File: config.mk
export PLATFORM = sky130hd
export DESIGN_NAME = seg_chase_sequencer
export DESIGN_NICKNAME = d
export VERILOG_FILES = /design/src/rtl/seg_chase_pkg.sv /design/src/rtl/seg_chase_sequencer_timer.sv /design/src/rtl/seg_chase_sequencer.sv
export SDC_FILE = /design/constraint.sdc
export NUM_CORES = 1
export LEC_CHECK = 0
export ABC_AREA = 1
export CAP_MARGIN = 10
export CORE_ASPECT_RATIO = 1.5
export CORE_MARGIN = 2
export CORE_UTILIZATION = 60
export CTS_BUF_LIST = sky130_fd_sc_hd__clkbuf_8 sky130_fd_sc_hd__clkbuf_16
export DETAILED_ROUTE_END_ITERATION = 8
export GPL_ROUTABILITY_DRIVEN = 1
export PLACE_DENSITY = 0.92
export SLEW_MARGIN = 20
export SYNTH_ARGS = -nofsm -noshare
export SYNTH_HDL_FRONTEND = slang
export SYNTH_SLANG_ARGS = --single-unit
File: constraint.sdc
create_clock -name clk -period 3.35 [get_ports clk]
set_input_delay 1.005 -clock clk [delete_from_list [all_inputs] [get_ports clk]]
set_output_delay 1.005 -clock clk [all_outputs]
set_load 0.05 [all_outputs]
File: src/rtl/seg_chase_pkg.sv
// Shared types and constants for the seven-segment fading chaser.
package seg_chase_pkg;

  localparam int POS_W   = 3;
  localparam int SEG_W   = 3;
  localparam int NUM_POS = 8;

  typedef enum logic [1:0] {
    IDLE = 2'd0,
    RUN  = 2'd1,
    ACK  = 2'd2
  } chase_state_t;

  // Figure-8 walk: position 0 is the least significant entry.
  // pos: 0->0, 1->1, 2->6, 3->4, 4->3, 5->2, 6->6, 7->5
  localparam logic [NUM_POS*SEG_W-1:0] PATTERN = {
    3'd5, 3'd6, 3'd2, 3'd3, 3'd4, 3'd6, 3'd1, 3'd0
  };

  // Map a pattern position to the segment it lights.
  function automatic logic [SEG_W-1:0] pattern_seg(input logic [POS_W-1:0] p);
    return PATTERN[int'(p)*SEG_W +: SEG_W];
  endfunction

endpackage

File: src/rtl/seg_chase_sequencer_timer.sv
// Step-period timer: latches speed at step boundaries so a speed change
// never shortens or stretches the period already in progress.
import seg_chase_pkg::*;

module seg_step_timer #(
  parameter int STEP_BASE_W = 21
) (
  input  logic       clk,
  input  logic       reset_n,
  input  logic       enable,
  input  logic       restart,
  input  logic [2:0] speed,
  output logic       step
);

  localparam int CNT_W = STEP_BASE_W + 3;

  logic [2:0]       speed_q;
  logic [CNT_W-1:0] count_q;
  logic [CNT_W-1:0] threshold;

  // Higher speed means a smaller top field, hence a shorter period.
  assign threshold = {~speed_q, {STEP_BASE_W{1'b1}}};
  assign step      = enable && (count_q == threshold);

  // Count while enabled; restart and each step boundary re-latch speed.
  always_ff @(posedge clk or negedge reset_n) begin
    if (!reset_n) begin
      count_q <= '0;
      speed_q <= '0;
    end else if (restart) begin
      count_q <= '0;
      speed_q <= speed;
    end else if (enable) begin
      if (step) begin
        count_q <= '0;
        speed_q <= speed;
      end else begin
        count_q <= count_q + CNT_W'(1);
      end
    end
  end

endmodule

File: src/rtl/seg_chase_sequencer.sv
// Chaser controller: position sequencing, run/idle/single-step control,
// plus the free-running fade tick and PWM phase for the segment bank.
import seg_chase_pkg::*;

module seg_chase_sequencer #(
  parameter int STEP_BASE_W = 21,
  parameter int FADE_W      = 21,
  parameter int PWM_W       = 8
) (
  input  logic             clk,
  input  logic             reset_n,
  input  logic             run,
  input  logic             direction,
  input  logic [2:0]       speed,
  input  logic             step_req,
  output logic             step_ack,
  output logic [SEG_W-1:0] seg_sel,
  output logic             seg_load,
  output logic             fade_tick,
  output logic [4:0]       pwm_phase,
  output logic [POS_W-1:0] pos
);

  chase_state_t     state_q;
  chase_state_t     next_state;
  logic             advance;
  logic             timer_enable;
  logic             timer_step;
  logic [POS_W-1:0] pos_q;
  logic [POS_W-1:0] pos_next;
  logic [FADE_W-1:0] fade_cnt_q;
  logic [PWM_W-1:0]  pwm_cnt_q;

  // The timer only runs in RUN with run still high; anywhere else it is
  // held at zero and keeps sampling speed, so RUN entry starts fresh.
  assign timer_enable = (state_q == RUN) && run;

  seg_step_timer #(
    .STEP_BASE_W(STEP_BASE_W)
  ) u_timer (
    .clk    (clk),
    .reset_n(reset_n),
    .enable (timer_enable),
    .restart(!timer_enable),
    .speed  (speed),
    .step   (timer_step)
  );

  // 3-bit position wraps naturally in both directions.
  assign pos_next = direction ? (pos_q + POS_W'(1)) : (pos_q - POS_W'(1));

  // Next-state and advance decision; a step request beats run in IDLE.
  always_comb begin
    next_state = state_q;
    advance    = 1'b0;
    case (state_q)
      IDLE: begin
        if (step_req) begin
          advance    = 1'b1;
          next_state = ACK;
        end else if (run) begin
          next_state = RUN;
        end
      end
      RUN: begin
        if (!run) begin
          next_state = IDLE;
        end else if (timer_step) begin
          advance = 1'b1;
        end
      end
      ACK: begin
        if (!step_req) begin
          next_state = run ? RUN : IDLE;
        end
      end
      default: next_state = IDLE;
    endcase
  end

  // State, position and registered strobes.
  always_ff @(posedge clk or negedge reset_n) begin
    if (!reset_n) begin
      state_q  <= IDLE;
      pos_q    <= '0;
      seg_sel  <= '0;
      seg_load <= 1'b0;
      step_ack <= 1'b0;
    end else begin
      state_q  <= next_state;
      seg_load <= advance;
      step_ack <= (next_state == ACK);
      if (advance) begin
        pos_q   <= pos_next;
        seg_sel <= pattern_seg(pos_next);
      end
    end
  end

  // Free-running fade counter; tick marks the cycle after it wraps to 0.
  always_ff @(posedge clk or negedge reset_n) begin
    if (!reset_n) begin
      fade_cnt_q <= '0;
      fade_tick  <= 1'b0;
    end else begin
      fade_cnt_q <= fade_cnt_q + FADE_W'(1);
      fade_tick  <= &fade_cnt_q;
    end
  end

  // Free-running PWM counter; its top five bits form the compare phase.
  always_ff @(posedge clk or negedge reset_n) begin
    if (!reset_n) begin
      pwm_cnt_q <= '0;
    end else begin
      pwm_cnt_q <= pwm_cnt_q + PWM_W'(1);
    end
  end

  assign pwm_phase = pwm_cnt_q[PWM_W-1 -: 5];
  assign pos       = pos_q;

endmodule

# After elaboration in Yosys (flattened, before gate mapping)

Cells that the tools add are included.

Mux-type cells: 15
$add $sub $neg: 5
$mul: 1
Bitwise operators: 1
Shift operators: 1
Div/mod/pow operators: 0
Reductions and logical operators: 4
Equality and inequality tests: 5
Magnitude comparators: 0

Operators with widths:

| kind                      | count |
|---|---|
| $mux W24                  | 2 |
| $add A24 B1 Y24 const B   | 1 |
| $eq A24 B24 Y1            | 1 |
| $shiftx A24 B6 Y3 const A | 1 |
| $add A21 B1 Y21 const B   | 1 |
| $reduce_and A21 Y1        | 1 |
| $mux W3                   | 3 |
| $add A8 B1 Y8 const B     | 1 |
| $mux W2                   | 4 |
| $pmux W2 S3               | 1 |
| $mul A3 B2 Y5 const B     | 1 |
| $eq A2 B2 Y1 const B      | 2 |
| $mux W1                   | 4 |
| $add A3 B1 Y3 const B     | 1 |
| $not A3 Y3                | 1 |
| $sub A3 B1 Y3 const B     | 1 |
| $eq A2 B1 Y1 const B      | 1 |
| $logic_and A1 B1 Y1       | 2 |
| $logic_not A2 Y1          | 1 |
| $ne A2 B2 Y1 const B      | 1 |
| $pmux W1 S2               | 1 |

Bits in registers: 67
Output and inout port bits: 14
Memories: 0
Input bits: 8
RAM bits: 0
Latch bits: 0
Word-level logic and storage cells: 42
ROM bits: 0

# Logic depth before layout (Yosys ltp)

Word-level depth: 6
Depth in mapped cells: 9
Mapped depth without buffers: 9

# Modules after synthesis

From an unflattened synthesis, not the netlist that was laid out.

Cells, all modules: 439
Area total of the unflattened synthesis: 3,504.6 µm²

By module, submodules not included:

| module              | cells each | times used | area an instance (µm²) | seq. area each (µm²) |
|---|---|---|---|---|
| seg_chase_sequencer | 213        | 1          | 1,868.0                | 950.9 |
| seg_step_timer      | 226        | 1          | 1,636.6                | 675.6 |

# Worst setup path before layout

Ideal clock, no wire load.

Path type: in2reg
Start point: input port direction
End point: register seg_sel[0]
Buffers on the path: 0
Required time: 3,232 ps
Stages on the path: 7
Library setup time: 118 ps
Data arrival time: 2,073 ps
Setup slack: 1,158 ps
Cell sequence: fa_1 -> xnor2_1 -> or2_2 -> nand3_1 -> nand2_1 -> nand2_1 -> nand2_1

Cells in the longest elaborated chain, start to end: 3

Ends and longest elaborated chain:

| item                   | RTL line                  | source |
|---|---|---|
| start: declaration     | seg_chase_sequencer.sv:13 | `input logic direction,` |
| $mux W3                | seg_chase_sequencer.sv:50 | `assign pos_next = direction ? (pos_q + POS_W'(1)) : (pos_q - POS_W'(1));` |
| $mul A3 B2 Y5          | seg_chase_pkg.sv:22       | `return PATTERN[int'(p)*SEG_W +: SEG_W];` |
| $shiftx A24 B6 Y3      | seg_chase_pkg.sv:22       |  |
| end signal: assignment | seg_chase_sequencer.sv:95 | `seg_sel <= pattern_seg(pos_next);` |
| end: declaration       | seg_chase_sequencer.sv:17 | `output logic [SEG_W-1:0] seg_sel,` |

No other way between the ends.
A chain may end at the register's enable or synchronous reset.

==> metrics.txt <==
worst path cell trace clkdlybuf4s50_1; cell taking the most area after synthesis dfrtp_1; register bit total from synthesis 65; status finished clean; I/O pin count 22; CP top delay family buffers and inverters; unrepaired setup endpoints after global routing no; Min-Delay Path Class reg2reg; CP Capture Type output port; CP max stage delay 0.85 ns; arrival time worst endpoint 1.63 ns; diode count 0; top achievable clock speed 0.379 GHz; DRC violations left 0; GPL Wtd Cong 0.904; worst-margin pin slew 0.528 ns; Period minus WS final 2.64 ns; Final Hold Vio Count 0; post-CTS setup buffer count 0; Max-cap violations 0; synth top area cells dfrtp_1 (48%), nand2_1 (11%), nor2_1 (7.3%); Routed Antenna Nets 0; Die Wd 65.5 um; Clock transition at path regs 0.08 ns; vias per cell 5.22; Placed Area 0.00365 mm2; slew margin rel. 64.7%; fin worst setup slack 0.710 ns; post-CTS sizing 0; share of cells above drive strength 1 9.61%; WL/cell 13.7 um; Netlist cell types 32; die area 0.00630 mm2; Vias 2,648; vias in the first global route 2,721; First DRT Iteration DRCs 271; skew final 0.00973 ns; Max Transition Viols Final 0; Crit path required time 2.34 ns; Synthesized Nets 420; first-pass GRT wire length 11,600 um; grt total ovfl 0; Initial Utilization 62.4%; Buffers & Inverters on Critical Path 1; Final nets 446; Fin Hold WS 0.473 ns; Post-Syn Area 0.00340 mm2; Die Y 96.2 um; CTS sink cnt 65; hold-fix buffers at CTS 0; number of fill cells in the layout 385; Worst Path Class, Setup reg2out; sequential area share after synthesis 47.8%; post-DP HPWL 5130 um; Max FO, Critical Path 4; largest net degree at the start of global routing 29; TritonCTS clock tree built; Leakage 1.82 nW; drt pass-1 iters 4; Setup TNS Final 0 ns; Port Buffers 21; CTS root buffer clkbuf_8; setup violators final 0; maximum clock path buffer count 2; utilization after layout 70.7%; Warnings, synthesis 0; Syn Inst Count 406; CTS buffer count 9; Area Overhead vs Synth 13.4%; H-tree depth 3; initial antenna violation count 0; Critical Path Slowest Stage Cell clkdlybuf4s50_1; Synth top area share 47.8%; Max VDD drop 0.000427 V; Core Footprint 0.00545 mm2; drt total wl 6940 um; Synth Area per Inst 8.38 um2; Critical Path Start Type flip-flop; Final Cycle Share 78.8%; Setup WS pre-CTS 0.486 ns; clock latency on the worst-skew pair 0.35 ns; Tot GR Track Use 24.5%; pwr dens 500 mW/mm2; post-route cell area 0.00385 mm2; Rows 33
logic make-up (layout without fill, tap and decap cells):
family / after synthesis / count (layout) / share of synthesized area (%)
simple gates: 232 / 232 / 31.2
flops: 65 / 65 / 47.8
buf+inv: 56 / 87 / 7.06
xor+xnor: 38 / 38 / 9.79
compound gates: 9 / 9 / 1.69
fa+ha+maj: 6 / 6 / 2.43
state kept, by name, summed over array words and instances (netlist names):
name,flops
u_timer.count_q,24
fade_cnt_q,21
pwm_cnt_q,8
pos,3
u_timer.speed_q,3
seg_sel,2
state_q,2
fade_tick,1
seg_load,1
cells in the mapped netlist:
cell and n:
o21ai_0 2, nor2_4 3, and3_1 1, nand3_1 29, buf_6 1, nand2_4 2
o21ai_2 2, xor2_1 23, clkbuf_1 1, a211oi_1 1, inv_1 46, nand4_4 1
nor3_1 8, nor2_1 66, nand2_2 4, or2_2 2, ha_1 5, o21a_1 1
xnor2_1 15, nor3b_2 1, nand2_1 101, buf_4 6, and2_1 1, dfrtp_1 65
nor3_4 1, nor2_2 3, fa_1 1, inv_2 2, nand4_1 7, nor2_8 1
a21oi_1 3, nand3_2 1
path summary, 6_finish.rpt:
kind                                        start                            end  slack, ns  cells past startpoint
max                          state_q[1]$_DFF_PN0_                       step_ack       0.71                      1
min                        pwm_cnt_q[7]$_DFF_PN0_         pwm_cnt_q[7]$_DFF_PN0_       0.47                      1
max reg2reg                    pos[0]$_DFFE_PN0P_         seg_sel[1]$_DFFE_PN0P_       1.50                      7
min reg2reg                pwm_cnt_q[7]$_DFF_PN0_         pwm_cnt_q[7]$_DFF_PN0_       0.47                      1
max in group asynchronous                 reset_n   u_timer.count_q[8]$_DFF_PN0_       2.05                      2
min in group asynchronous                 reset_n  u_timer.count_q[10]$_DFF_PN0_       0.59                      1
per-stage QoR:
stage	total power, W	std cells
2_1_floorplan	0.00113	406
3_3_place_gp	0.00123	491
3_5_place_dp	0.00125	491
4_1_cts	0.00195	507
5_1_grt	0.00201	507
6_report	0.00193	507
metal layers:
metal	part of all wire [%]	wire (um)	track usage [%]
met1	38	2670	25.3
met2	55	3820	44.8
met3	2.9	203	4.21
met4	3.6	249	15.8
met5	0	0	0
placed cells by master, fill, tap and decap left out, types with 2 or more instances in the layout:
cell type        instances
nor2_4                   3
nand4_1                  7
o21ai_2                  2
nand2_4                  2
nor3_1                   8
nor2_1                  66
o21ai_0                  2
nor2_2                   3
nand2_1                101
xor2_1                  23
clkbuf_8                 9
buf_4                    2
nand3_1                 29
ha_1                     5
nand2_2                  4
xnor2_1                 15
inv_1                   46
dfrtp_1                 65
clkdlybuf4s50_1         20
inv_6                    5
or2_2                    2
inv_2                    2
a21oi_1                  3
power by group:
part	switching, W	internal, W
logic	0.000249	0.000135
registers	0.0000335	0.000816
clock network	0.000338	0.000358
layout make-up:
class | count | area [um2] | share of cell area (%)
Clock buffer | 9 | 124 | 3.21
Clock inverter | 7 | 82.6 | 2.14
Inverter | 48 | 180 | 4.67
Multi-Input combinational cell | 285 | 1530 | 39.8
Sequential cell | 65 | 1630 | 42.2
Tap cell | 70 | 87.6 | 2.27
Timing Repair Buffer | 23 | 220 | 5.71
Note: power is estimated with default switching activity, not from simulation.
